<file path="src/rtl/fetch_queue_if.sv">
// Fetch-to-decode queue bus: fetch entry inputs, decode head outputs,
// flush and occupancy. slave is the queue side, master the environment.
interface fetch_queue_if #(
    parameter int DEPTH = 4,
    parameter int XLEN  = 64
);
    localparam int CW = $clog2(DEPTH) + 1;

    logic            valid_in;
    logic [XLEN-1:0] pc_in;
    logic [XLEN-1:0] instr_in;
    logic            predicted_taken_in;
    logic            flush_in;
    logic            stall_out;
    logic            valid_out;
    logic [XLEN-1:0] pc_out;
    logic [XLEN-1:0] instr_out;
    logic            predicted_taken_out;
    logic            ready_in;
    logic [CW-1:0]   count_out;

    modport slave (
        input  valid_in, pc_in, instr_in,
        input  predicted_taken_in, flush_in, ready_in,
        output stall_out, valid_out, pc_out,
        output instr_out, predicted_taken_out, count_out
    );

    modport master (
        output valid_in, pc_in, instr_in,
        output predicted_taken_in, flush_in, ready_in,
        input  stall_out, valid_out, pc_out,
        input  instr_out, predicted_taken_out, count_out
    );
endinterface

</file>
<file path="src/rtl/fetch_queue.sv">
// In-order instruction queue between fetch and decode.
// Owns the fetch stall; a flush empties it in one cycle.
module fetch_queue #(
    parameter int DEPTH = 4,
    parameter int XLEN  = 64
) (
    input  logic          clk,
    input  logic          rst_n,
    fetch_queue_if.slave  q
);
    localparam int AW = $clog2(DEPTH);
    localparam int CW = AW + 1;
    localparam logic [XLEN-1:0] INSTR_NOP = XLEN'(32'h0000_0013);

    typedef struct packed {
        logic [XLEN-1:0] pc;
        logic [XLEN-1:0] instr;
        logic            pt;
    } entry_t;

    entry_t          mem [DEPTH];
    logic [AW-1:0]   wr_ptr;
    logic [AW-1:0]   rd_ptr;
    logic [CW-1:0]   count;
    logic            full;
    logic            empty;
    logic            enq;
    logic            deq;
    entry_t          head;

    assign full  = (count == CW'(DEPTH));
    assign empty = (count == '0);
    assign enq   = q.valid_in && !full && !q.flush_in;
    assign deq   = !empty && q.ready_in && !q.flush_in;

    // Storage needs no reset: nothing is visible while count is zero.
    always_ff @(posedge clk) begin
        if (enq) begin
            mem[wr_ptr] <= '{pc:    q.pc_in,
                             instr: q.instr_in,
                             pt:    q.predicted_taken_in};
        end
    end

    always_ff @(posedge clk or negedge rst_n) begin
        if (!rst_n) begin
            wr_ptr <= '0;
            rd_ptr <= '0;
            count  <= '0;
        end else if (q.flush_in) begin
            wr_ptr <= '0;
            rd_ptr <= '0;
            count  <= '0;
        end else begin
            if (enq) wr_ptr <= wr_ptr + AW'(1);
            if (deq) rd_ptr <= rd_ptr + AW'(1);
            case ({enq, deq})
                2'b10:   count <= count + CW'(1);
                2'b01:   count <= count - CW'(1);
                default: count <= count;
            endcase
        end
    end

    always_comb begin
        head = '{pc: '0, instr: INSTR_NOP, pt: 1'b0};
        if (!empty) head = mem[rd_ptr];
    end

    assign q.valid_out           = !empty;
    assign q.pc_out              = head.pc;
    assign q.instr_out           = head.instr;
    assign q.predicted_taken_out = head.pt;
    assign q.stall_out           = full;
    assign q.count_out           = count;
endmodule

</file>
<file path="src/flat_wrapper.sv">
// flat-port wrapper written by rule: the top's interface ports become plain ports
module fetch_queue_flat 
#(
    parameter int DEPTH = 4,
    parameter int XLEN  = 64
)
  (clk, rst_n, q_valid_in, q_pc_in, q_instr_in, q_predicted_taken_in, q_flush_in, q_ready_in, q_stall_out, q_valid_out, q_pc_out, q_instr_out, q_predicted_taken_out, q_count_out);
  fetch_queue_if #(.DEPTH(DEPTH), .XLEN(XLEN)) q_i ();
  input  logic clk;
  input  logic rst_n;
  input wire logic [$bits(q_i.valid_in)-1:0] q_valid_in;
  input wire logic [$bits(q_i.pc_in)-1:0] q_pc_in;
  input wire logic [$bits(q_i.instr_in)-1:0] q_instr_in;
  input wire logic [$bits(q_i.predicted_taken_in)-1:0] q_predicted_taken_in;
  input wire logic [$bits(q_i.flush_in)-1:0] q_flush_in;
  input wire logic [$bits(q_i.ready_in)-1:0] q_ready_in;
  output wire logic [$bits(q_i.stall_out)-1:0] q_stall_out;
  output wire logic [$bits(q_i.valid_out)-1:0] q_valid_out;
  output wire logic [$bits(q_i.pc_out)-1:0] q_pc_out;
  output wire logic [$bits(q_i.instr_out)-1:0] q_instr_out;
  output wire logic [$bits(q_i.predicted_taken_out)-1:0] q_predicted_taken_out;
  output wire logic [$bits(q_i.count_out)-1:0] q_count_out;
  assign q_i.valid_in = q_valid_in;
  assign q_i.pc_in = q_pc_in;
  assign q_i.instr_in = q_instr_in;
  assign q_i.predicted_taken_in = q_predicted_taken_in;
  assign q_i.flush_in = q_flush_in;
  assign q_i.ready_in = q_ready_in;
  assign q_stall_out = q_i.stall_out;
  assign q_valid_out = q_i.valid_out;
  assign q_pc_out = q_i.pc_out;
  assign q_instr_out = q_i.instr_out;
  assign q_predicted_taken_out = q_i.predicted_taken_out;
  assign q_count_out = q_i.count_out;
  fetch_queue #(.DEPTH(DEPTH), .XLEN(XLEN)) u_core (.clk(clk), .rst_n(rst_n), .q(q_i));
endmodule
</file>
<file path="config.mk">
export PLATFORM = sky130hd
export DESIGN_NAME = fetch_queue_flat
export DESIGN_NICKNAME = d
export VERILOG_FILES = /design/src/rtl/fetch_queue_if.sv /design/src/rtl/fetch_queue.sv /design/src/flat_wrapper.sv
export SDC_FILE = /design/constraint.sdc
export NUM_CORES = 1
export LEC_CHECK = 0
export CORE_ASPECT_RATIO = 1.25
export CORE_MARGIN = 2
export CORE_UTILIZATION = 50
export CTS_CLUSTER_SIZE = 10
export DETAILED_ROUTE_END_ITERATION = 10
export HOLD_SLACK_MARGIN = 0.02
export PLACE_DENSITY = 0.87
export SYNTH_ARGS = -nofsm -noshare
export SYNTH_HDL_FRONTEND = slang
export SYNTH_SLANG_ARGS = --single-unit
export TNS_END_PERCENT = 10
</file>
<file path="constraint.sdc">
create_clock -name clk -period 4.51 [get_ports clk]
set_clock_uncertainty 0.05 [all_clocks]
set_input_delay 0.451 -clock clk [delete_from_list [all_inputs] [get_ports clk]]
set_output_delay 0.451 -clock clk [all_outputs]
set_load 0.02 [all_outputs]
</file>
==> run summary <==
Crit path capture - q_instr_out[6]
Max cap viols - 0
Async set or reset register ratio after synthesis - 1.338%
Worst Reg2Reg Path Length in Cells - 8
Die Width - 183.1 microns
Gr ovfl total - 0
Die Height - 227.9 microns
Fin crit share - 88.97%
CP Class - reg2out
Flop pwr share - 48.8%
CTS buffer count - 58
P_sw - 2646 uW
Status - complete, no violations
Clock power frac - 35.1%
Area of the die - 41720 sq um
Cell Pwr Density - 460.8 nW/um^2
Hold slack - 0.1156 ns
Drt via density - 5.628
Warnings from Yosys - 0
Final setup margin - 0.4973 ns
Synthesized netlist cell count - 884
Share of cells above drive strength 1 - 17.96%
Avg WL per Cell - 23.19 microns
Worst-skew pair later-pin latency - 0.57 ns
Initial detailed-routing violation count - 762
IO Count - 268
Register area share after synthesis - 78.16%
Vias in the first global route - 10530
# nets final - 1323
Complex-gate fraction of the synthesized area - 0.2996%
Flop-to-flop setup slack - 1.10 ns
DRT Pass-1 Iters - 5
Clock period minus worst slack - 4.013 ns
Ys flop type - edfxtp_1
Final ANT Viol Nets - 0
Core Box Area - 39810 sq um
Total wire length - 39500 microns
Place WS - 1.095 ns
CTS Hold Bufs - 0
Cell area after synthesis - 20050 sq um
GP Congestion - 0.7486
Comb pwr share - 16.1%
Post-route DRC - 0
Max rail drop VDD - 0.3376 mV
Combinational family with the most area after synthesis - multiplexers
Ranking of synthesized cells by area - edfxtp_1 77%, mux4_2 14%, and2_1 4.1%
Mux cell area share after synthesis - 14.64%
Setup Fix Bufs, Post-CTS - 0
Non-filler cells, final - 1703
Fmax - 249.2 MHz
P&R area growth vs syn - 24.48%
Clk buf depth - 3
Worst min path class - in2async
Largest net degree at the start of global routing - 75
WP data arrival - 3.51 ns
Initial Util - 50.36%
Syn nets - 1023
Cell row count - 82
Layer with the highest usage - met2
DP HPWL - 23330 microns
Total track usage - 19.31%
Met3 Use GR - 3.815%
Clk pin slew, worst setup/hold paths - 0.06 ns
RSZ-0062 raised after global routing - false
Final Max Tran Viols - 0
Setup Viol. Count Final - 0
CTS resizes - 0
Max-slew headroom at the worst pin - 42.59%
Worst R2R End - u_core.q.count_out[1]
Crit. Startpoint - u_core.q.count_out[0]
Met1 Resource Use GR - 24.06%
Synth cell types - 33
Worst r2r src - u_core.q.count_out[0]
EDFF count, synth - 516
Post-Synth XOR/XNOR Area - 0.2184%
Synth Register Bits - 523
Vias - 9585
Simple-gate share of the synthesized area - 4.787%
Worst path required time - 4.01 ns
Initial antenna violation count - 3
Dominant cell type by area after synthesis - edfxtp_1
Slew @ Worst Pin - 0.8612 ns
Met2 global-route usage - 34.11%
Global-route wire length before repair - 60730 microns
Type of origin of the critical path - flop
CTS tree - yes
Crit end category - output pin
Leakage - 0.007877 uW
H-Tree Depth - 2
Placed insts - 1628
Core Util, Final - 62.69%
Synth Area in Adders - 0.3495%
Max FO, Critical Path - 74
Switching share of power - 23.01%
Top-area cell type share of the netlist area - 77.29%
Port buffer count - 267
Root buf cell - clkbuf_16
Internal Pwr Total - 8854 uW
Clock sinks - 523
Top-count cell post-synth - edfxtp_1
Endpoints failing hold - 0
Synth top cells by count - 516 x edfxtp_1, 130 x and2_1, 124 x mux4_2, 17 x buf_2, 16 x clkbuf_1
Syn_area_per_cell - 22.68 sq um
## metal layers
metal,vias to the layer above,part of all wire [%]
li1,4189,-
met1,5008,38
met4,2,2.3
met3,64,5.7
met2,322,54
met5,-,0.033
## sequential cells by signal, indices dropped and copies added, names as in the netlist
name and flops:
u_core.q.count_out 3, u_core.rd_ptr 2, u_core.mem 516, u_core.wr_ptr 2
## worst max-delay path, stage by stage, from the launching register on
cell	delay [ns]
dfrtp_1	0.49
nor3_1	0.45
clkinv_2	0.67
buf_12	0.43
and2_1	0.24
clkdlybuf4s50_1	0.55
## placed cells by master, fill, tap and decap left out, types with 3 or more instances in the layout
cell type,synthesis,layout
and2_4,0,4
o21ai_0,3,3
buf_4,0,7
clkdlybuf4s50_1,0,267
nand2_1,3,3
mux4_1,5,5
buf_12,0,13
nand3_1,3,3
mux4_2,124,124
clkbuf_1,16,12
edfxtp_1,516,516
xor2_1,3,3
nor3_1,4,4
dfrtp_1,7,5
and2_1,130,126
nor2_1,9,9
inv_1,5,4
ha_1,4,4
a21oi_1,4,4
clkbuf_16,0,59
## kinds of logic (layout without fill, tap and decap cells)
| logic type | count (synthesis) | in the layout |
|---|---|---|
| multiplexers | 130 | 130 |
| buffers and inverters | 52 | 365 |
| flip-flops | 523 | 523 |
| XOR/XNOR | 5 | 5 |
| other | 0 | 2 |
| AO/OA/AOI/OAI | 10 | 10 |
| adder cells (fa/ha/maj) | 5 | 5 |
| AND/OR/NAND/NOR | 159 | 159 |
## stage by stage
| stage | area (sq um) | total power, uW | setup TNS, ns |
|---|---|---|---|
| 3_3_place_gp | 23390 | 7538 | 0 |
| 5_1_grt | 24960 | 11910 | 0 |
| 4_1_cts | 24950 | 11630 | 0 |
| 3_5_place_dp | 23390 | 7587 | 0 |
| 2_1_floorplan | 20050 | 6771 | -49.57 |
| 6_report | 24960 | 11500 | 0 |
## cell type report
| cell class | instances | area (sq um) |
|---|---|---|
| inverters | 5 | 20.02 |
| clock buffers | 71 | 1521 |
| repair buffers | 287 | 2985 |
| multi-input cells | 309 | 4078 |
| clock inverters | 2 | 38.79 |
| well taps | 504 | 630.6 |
| diodes | 2 | 5.005 |
| fillers | 2650 | 14850 |
| flip-flops and latches | 523 | 15680 |
## worst min-delay path by stage
stage / end / slack (ns) / cells past startpoint
after floorplan: u_core.q.count_out[0] / 0.11 / 0
after global placement: u_core.wr_ptr[1] / 0.51 / 2
after detailed placement: u_core.wr_ptr[1] / 0.54 / 2
after CTS: u_core.rd_ptr[0] / 0.09 / 1
after global routing: u_core.rd_ptr[0] / 0.12 / 1
final: u_core.q.count_out[0] / 0.12 / 1
## power groups by stage
| stage | Clock (uW) | Sequential, uW | Combinational [uW] |
|---|---|---|---|
| global placement | 0 | 5700 | 1840 |
| detailed placement | 0 | 5720 | 1870 |
| finish | 4040 | 5620 | 1850 |
| floorplan | 0 | 5680 | 1090 |
| global route | 4320 | 5630 | 1960 |
| CTS | 4130 | 5620 | 1880 |
(Power assumes the default switching activity.)
